<file path="src/rtl/uart_alu_ctrl.sv">
// uart_alu_ctrl: frame decoder between the UART RX byte stream, an external
// combinational ALU and the UART TX handshake.
//
// Frames are <header><payload>, or <header><payload><check> when the
// optional checksum is built in (macro UART_ALU_CTRL_CHECKSUM_EN). An opcode
// frame triggers one ALU evaluation whose result is sent back over TX.
//
// state      | meaning
// -----------+-------------------------------------------------------------
// ST_IDLE    | waiting for a header byte; unknown bytes pulse a 00 error
// ST_PAYLOAD | header latched, waiting for the payload byte (timeout armed)
// ST_CHECK   | payload staged, waiting for the check byte (checksum only)
// ST_EXEC    | one-cycle ALU execute strobe, result captured into o_tx_data
// ST_SEND    | one-cycle TX start pulse
// ST_WAIT_TX | waiting, without bound, for the TX done pulse
//
// Bytes arriving in EXEC/SEND/WAIT_TX are dropped with a 10 (overrun) error.

module uart_alu_ctrl #(
   parameter int                 NB_DATA     = 8,
   parameter int                 NB_OP       = 6,
   parameter logic [NB_DATA-1:0] HDR_A       = 8'h08,
   parameter logic [NB_DATA-1:0] HDR_B       = 8'h10,
   parameter logic [NB_DATA-1:0] HDR_OP      = 8'h20,
   parameter int                 TIMEOUT_CYC = 1024
) (
   input  logic               clk,
   input  logic               i_rst_n,
   input  logic [NB_DATA-1:0] i_rx_data,
   input  logic               i_rx_done,
   input  logic               i_tx_done,
   input  logic [NB_DATA-1:0] i_alu_result,
   output logic [NB_DATA-1:0] o_alu_a,
   output logic [NB_DATA-1:0] o_alu_b,
   output logic [NB_OP-1:0]   o_alu_op,
   output logic               o_alu_valid,
   output logic [NB_DATA-1:0] o_tx_data,
   output logic               o_tx_start,
   output logic               o_busy,
   output logic               o_err,
   output logic [1:0]         o_err_code
);

   localparam logic [1:0] ERR_HDR = 2'b00;
   localparam logic [1:0] ERR_TMO = 2'b01;
   localparam logic [1:0] ERR_OVR = 2'b10;
`ifdef UART_ALU_CTRL_CHECKSUM_EN
   localparam logic [1:0] ERR_CHK = 2'b11;
`endif

   // Timeout is a down-counter loaded with TIMEOUT_CYC-1 on every accepted
   // byte; an idle cycle seen with the counter at zero is the expiry cycle.
   localparam bit            TMO_EN   = (TIMEOUT_CYC != 0);
   localparam int            TW       = (TIMEOUT_CYC > 1) ? $clog2(TIMEOUT_CYC) : 1;
   localparam logic [TW-1:0] TMO_LOAD = TW'((TIMEOUT_CYC > 0) ? TIMEOUT_CYC - 1 : 0);

   typedef enum logic [2:0] {
      ST_IDLE    = 3'd0,
      ST_PAYLOAD = 3'd1,
      ST_EXEC    = 3'd2,
      ST_SEND    = 3'd3,
      ST_WAIT_TX = 3'd4
`ifdef UART_ALU_CTRL_CHECKSUM_EN
      , ST_CHECK = 3'd5
`endif
   } state_t;

   state_t             state;
   state_t             state_n;
   logic [NB_DATA-1:0] hdr_q;
   logic [TW-1:0]      tmo_cnt;
   logic               tmo_exp;
   logic               in_wait;
   logic               is_hdr;
   logic               hdr_accept;
   logic               commit_en;
   logic [NB_DATA-1:0] commit_val;
   logic               err_set;
   logic [1:0]         err_code_n;

`ifdef UART_ALU_CTRL_CHECKSUM_EN
   logic [NB_DATA-1:0] payload_q;
   logic               chk_ok;

   assign chk_ok     = (i_rx_data == (hdr_q ^ payload_q));
   assign commit_val = payload_q;
   assign in_wait    = (state == ST_PAYLOAD) || (state == ST_CHECK);
`else
   assign commit_val = i_rx_data;
   assign in_wait    = (state == ST_PAYLOAD);
`endif

   assign is_hdr  = (i_rx_data == HDR_A) || (i_rx_data == HDR_B) || (i_rx_data == HDR_OP);
   assign tmo_exp = TMO_EN && (tmo_cnt == '0) && !i_rx_done;

   // State register.
   always_ff @(posedge clk or negedge i_rst_n) begin
      if (!i_rst_n) begin
         state <= ST_IDLE;
      end else begin
         state <= state_n;
      end
   end

   // Next-state decode, plus the frame commit and error events it implies.
   always_comb begin
      state_n    = state;
      hdr_accept = 1'b0;
      commit_en  = 1'b0;
      err_set    = 1'b0;
      err_code_n = ERR_HDR;
      case (state)
         ST_IDLE: begin
            if (i_rx_done) begin
               if (is_hdr) begin
                  hdr_accept = 1'b1;
                  state_n    = ST_PAYLOAD;
               end else begin
                  err_set    = 1'b1;
                  err_code_n = ERR_HDR;
               end
            end
         end
         ST_PAYLOAD: begin
            if (i_rx_done) begin
`ifdef UART_ALU_CTRL_CHECKSUM_EN
               state_n = ST_CHECK;
`else
               commit_en = 1'b1;
               state_n   = (hdr_q == HDR_OP) ? ST_EXEC : ST_IDLE;
`endif
            end else if (tmo_exp) begin
               err_set    = 1'b1;
               err_code_n = ERR_TMO;
               state_n    = ST_IDLE;
            end
         end
`ifdef UART_ALU_CTRL_CHECKSUM_EN
         ST_CHECK: begin
            if (i_rx_done) begin
               if (chk_ok) begin
                  commit_en = 1'b1;
                  state_n   = (hdr_q == HDR_OP) ? ST_EXEC : ST_IDLE;
               end else begin
                  err_set    = 1'b1;
                  err_code_n = ERR_CHK;
                  state_n    = ST_IDLE;
               end
            end else if (tmo_exp) begin
               err_set    = 1'b1;
               err_code_n = ERR_TMO;
               state_n    = ST_IDLE;
            end
         end
`endif
         ST_EXEC: begin
            state_n = ST_SEND;
            if (i_rx_done) begin
               err_set    = 1'b1;
               err_code_n = ERR_OVR;
            end
         end
         ST_SEND: begin
            state_n = ST_WAIT_TX;
            if (i_rx_done) begin
               err_set    = 1'b1;
               err_code_n = ERR_OVR;
            end
         end
         ST_WAIT_TX: begin
            if (i_tx_done) begin
               state_n = ST_IDLE;
            end
            if (i_rx_done) begin
               err_set    = 1'b1;
               err_code_n = ERR_OVR;
            end
         end
         default: begin
            state_n = ST_IDLE;
         end
      endcase
   end

   // Moore outputs decoded from the current state.
   always_comb begin
      o_alu_valid = (state == ST_EXEC);
      o_tx_start  = (state == ST_SEND);
      o_busy      = (state == ST_EXEC) || (state == ST_SEND) || (state == ST_WAIT_TX);
   end

   // Payload-wait timer: reload on each accepted byte, count down while idle.
   always_ff @(posedge clk or negedge i_rst_n) begin
      if (!i_rst_n) begin
         tmo_cnt <= '0;
      end else if (i_rx_done && ((state == ST_IDLE) || (state == ST_PAYLOAD))) begin
         tmo_cnt <= TMO_LOAD;
      end else if (in_wait && (tmo_cnt != '0)) begin
         tmo_cnt <= tmo_cnt - TW'(1);
      end
   end

   // Frame registers, operand/opcode commit, TX result capture and error flag.
   always_ff @(posedge clk or negedge i_rst_n) begin
      if (!i_rst_n) begin
         hdr_q      <= '0;
         o_alu_a    <= '0;
         o_alu_b    <= '0;
         o_alu_op   <= '0;
         o_tx_data  <= '0;
         o_err      <= 1'b0;
         o_err_code <= 2'b00;
`ifdef UART_ALU_CTRL_CHECKSUM_EN
         payload_q  <= '0;
`endif
      end else begin
         if (hdr_accept) begin
            hdr_q <= i_rx_data;
         end
`ifdef UART_ALU_CTRL_CHECKSUM_EN
         if ((state == ST_PAYLOAD) && i_rx_done) begin
            payload_q <= i_rx_data;
         end
`endif
         if (commit_en) begin
            if (hdr_q == HDR_A) begin
               o_alu_a <= commit_val;
            end
            if (hdr_q == HDR_B) begin
               o_alu_b <= commit_val;
            end
            if (hdr_q == HDR_OP) begin
               o_alu_op <= commit_val[NB_OP-1:0];
            end
         end
         if (state == ST_EXEC) begin
            o_tx_data <= i_alu_result;
         end
         o_err      <= err_set;
         o_err_code <= err_code_n;
      end
   end

endmodule

</file>
<file path="config.mk">
export PLATFORM = sky130hd
export DESIGN_NAME = uart_alu_ctrl
export DESIGN_NICKNAME = d
export VERILOG_FILES = /design/src/rtl/uart_alu_ctrl.sv
export SDC_FILE = /design/constraint.sdc
export NUM_CORES = 1
export LEC_CHECK = 0
export BUFFER_PORTS_ARGS = -buffer_cell sky130_fd_sc_hd__buf_2
export CORE_ASPECT_RATIO = 2
export CORE_MARGIN = 5
export CORE_UTILIZATION = 53
export DETAILED_ROUTE_END_ITERATION = 16
export PLACE_DENSITY = 0.79
export SLEW_MARGIN = 20
export SYNTH_ARGS = -nofsm -noshare
export SYNTH_HDL_FRONTEND = slang
export SYNTH_SLANG_ARGS = --single-unit
</file>
<file path="constraint.sdc">
create_clock -name clk -period 3.7 [get_ports clk]
set_clock_uncertainty 0.2 [all_clocks]
set_input_delay 0.185 -clock clk [delete_from_list [all_inputs] [get_ports clk]]
set_output_delay 0.185 -clock clk [all_outputs]
set_load 0.05 [all_outputs]
</file>
==> impl_metrics.csv <==
group,metric,value,unit
outcome,run_status,"completed",
timing,whs,16.5,ps
global_route,grt_pass1_vias,1873,
power_and_ir_drop,combPwrFrac,33.4,%
worst_setup_path,rrSetupSlack,650,ps
routing,avgViaCountPerCell,5.55,
global_route,track_usage,18.9,%
routing,antenna_left,0,
floorplanning,coreArea,0.00451,mm²
clock_network,cts_buffers,5,
synthesis,yosys_warnings,0,
clock_network,clkTransAtPathRegs,100,ps
power_and_ir_drop,internal_power,1050,µW
layout,nets,292,
power_and_ir_drop,total_leakage_power,0.00154,µW
routing,drtPass1Iterations,4,
layout,drive_gt1_share,35.7,%
floorplanning,chipWidth,57.9,µm
timing,worstMarginPinSlew,811,ps
timing,rsz0062_at_grt,"false",
floorplanning,io_pins,56,
place,gp_congestion,0.845,
clock_network,clock_latency,310,ps
timing,hold_viol,0,
worst_setup_path,reg2reg_from,"state[1]",
clock_network,ctsResizeCount,0,
global_route,antenna_found_initial,0,
floorplanning,dieHeight,106,µm
min_path,hp-class,"in2reg",
synthesis,postSynthCellCount,197,
worst_setup_path,reg2reg_depth,4,
worst_setup_path,critPathLaunchType,"primary input",
synthesis,synth-seq-cells,54,
floorplanning,dieArea,0.00612,mm²
routing,drt_wl_total,5280,µm
timing,setup_violations,0,
worst_setup_path,rr_endpoint,"o_alu_b[2]",
timing,setup_tns,0,ps
min_path,hold_start,"i_rx_data[5]",
power_and_ir_drop,p_clk_share,24.0,%
timing,max-slew-margin-rel,45.9,%
worst_setup_path,critPathArrivalTime,3090,ps
place,post-dp-hpwl,3680,µm
job,maxCapViolCount,0,
clock_network,tritoncts,"yes",
synthesis,yosys.area.top_type_share,55.6,%
clock_network,clock_sinks,54,
worst_setup_path,worstPathBufferInverterCount,2,
layout,synthToLayoutAreaGrowth,23.8,%
synthesis,yosys.area.top_type,"dfrtp_1",
synthesis,ys.flop_type,"dfrtp_1",
worst_setup_path,cp_cell_sequence,"dlygate4sd3_1 > buf_2 > or3b_1 > or4_4 > or4b_1 > mux2_4",
global_route,grt_pass1_wl,9160,µm
timing,maxSlewViolCount,0,
worst_setup_path,end_kind,"flip-flop",
clock_network,htreeDepth,2,
synthesis,synth_nets,218,
worst_setup_path,cp_top_family,"simple AND/OR/NAND/NOR gates",
timing,max_freq,324,MHz
timing,layout_min_cycle_time,3090,ps
synthesis,ys_seq_area_share,55.6,%
place,io_buffers,55,
worst_setup_path,slowest_stage,"or4b_1",
min_path,whs_path_depth,2,
global_route,grt_overflow,0,
routing,post-route-drc-count,0,
routing,num_vias,1815,
synthesis,synth_cell_types,38,
clock_network,cts-root-buf,"clkbuf_8",
clock_network,clock_path_buffers,2,
worst_setup_path,crit_path_max_fanout,10,
power_and_ir_drop,vdd_drop_max,0.000465,V
synthesis,synth_area_per_cell,12.3,µm²
synthesis,netlist_top_cells_area,"dfrtp_1, mux2_4, nand2_1",
synthesis,synth_async_sr_flop_share,100,%
floorplanning,start_util,53.9,%
floorplanning,row_count,35,
power_and_ir_drop,switching_share,39.0,%
timing,period_share,83.4,%
power_and_ir_drop,power.density,570,mW/mm²
layout,mostFrequentLayoutCell,"buf_2",
power_and_ir_drop,p_sw,669,µW
worst_setup_path,path_class,"in2reg",
routing,initialDrtViolationCount,47,
power_and_ir_drop,seqPwrFrac,42.7,%
layout,final_cell_mix,"buf_2, dfrtp_1, nand2_1",
min_path,min_to,"o_alu_a[5]",
worst_setup_path,worstPathRequired,3700,ps
synthesis,netlist_area,0.00243,mm²
layout,diodes,0,
synthesis,synth_edf_count,0,
routing,avgRoutedWirePerCell,16.1,µm
worst_setup_path,crit_path_max_incr_delay,740,ps
global_route,grt_max_degree,38,
-- power groups by stage --
stage	registers (µW)	clock network (µW)	logic [µW]
global placement	736	0	548
global route	745	440	614
floorplan	972	0	190
detailed placement	742	0	561
CTS	731	417	577
finish	732	411	573
-- worst max-delay path by stage --
| stage | from | to | cells after the start |
|---|---|---|---|
| CTS | i_rx_done | o_alu_a[2] | 6 |
| floorplan | state[1] | o_alu_op[0] | 7 |
| global route | i_rx_done | o_alu_a[2] | 6 |
| global placement | state[1] | o_alu_a[6] | 4 |
| finish | i_rx_done | o_alu_b[2] | 6 |
| detailed placement | state[1] | o_alu_a[5] | 4 |
-- cell families (layout without fill, tap and decap cells) --
group / Yosys count / count (layout) / synth area share (%)
simple gates: 79 / 79 / 17.7
flops: 54 / 54 / 55.6
mux: 25 / 25 / 15.0
compound gates: 22 / 22 / 6.18
buf+inv: 11 / 86 / 3.24
xor+xnor: 5 / 5 / 1.80
fa+ha+maj: 1 / 1 / 0.515
-- final cells by class --
type,count,area (µm²)
Clock buffer,5,68.8
Clock inverter,3,48.8
Fill cell,299,1500
Inverter,5,18.8
Multi-Input combinational cell,132,1000
Sequential cell,54,1350
Tap cell,55,68.8
Timing Repair Buffer,73,453
-- state kept, by name (all words and copies together) (netlist names), 2 cells and up --
name        flops
hdr_q           8
state           3
o_alu_op        6
o_alu_b         8
o_alu_a         8
tmo_cnt        10
o_err_code      2
o_tx_data       8
-- cells in the mapped netlist (all sizes together) (2+ instances only) --
cell type,n
o31ai,2
dfrtp,54
o21ai,5
nor3b,3
a21o,2
a31o,2
or3b,3
buf,5
nor4,3
inv,4
nor4b,2
or4,6
xor2,3
a21oi,3
nor3,2
mux2,25
o211ai,2
xnor2,2
or4b,5
nand3,3
and2,5
and3,2
nand2,35
nor2,9
o311ai,2
-- routing by layer --
metal / vias up / GRT usage, % / routed length (µm)
met5: - / 0 / 0
met4: 0 / 6.63 / 108
met3: 9 / 3.43 / 357
met2: 76 / 30.3 / 2620
met1: 882 / 25.2 / 2200
li1: 848 / - / -
-- stage by stage --
stage | instance area, µm² | instances | utilization (%) | power [µW] | setup slack [ps]
after floorplan | 2430 | 197 | - | 1160 | 954
after global placement | 2720 | 302 | 60.3 | 1280 | 745
after detailed placement | 2720 | 302 | 60.3 | 1300 | 667
after CTS | 3010 | 327 | 66.7 | 1730 | 623
after global routing | 3010 | 327 | 66.7 | 1800 | 521
final | 3010 | 327 | 66.7 | 1720 | 613
-- timing repair --
action,CTS,global route
setup buffers,0,0
endpoints found under the hold margin,65,0
hold buffers,17,0
Note: power is estimated with default switching activity, not from simulation.
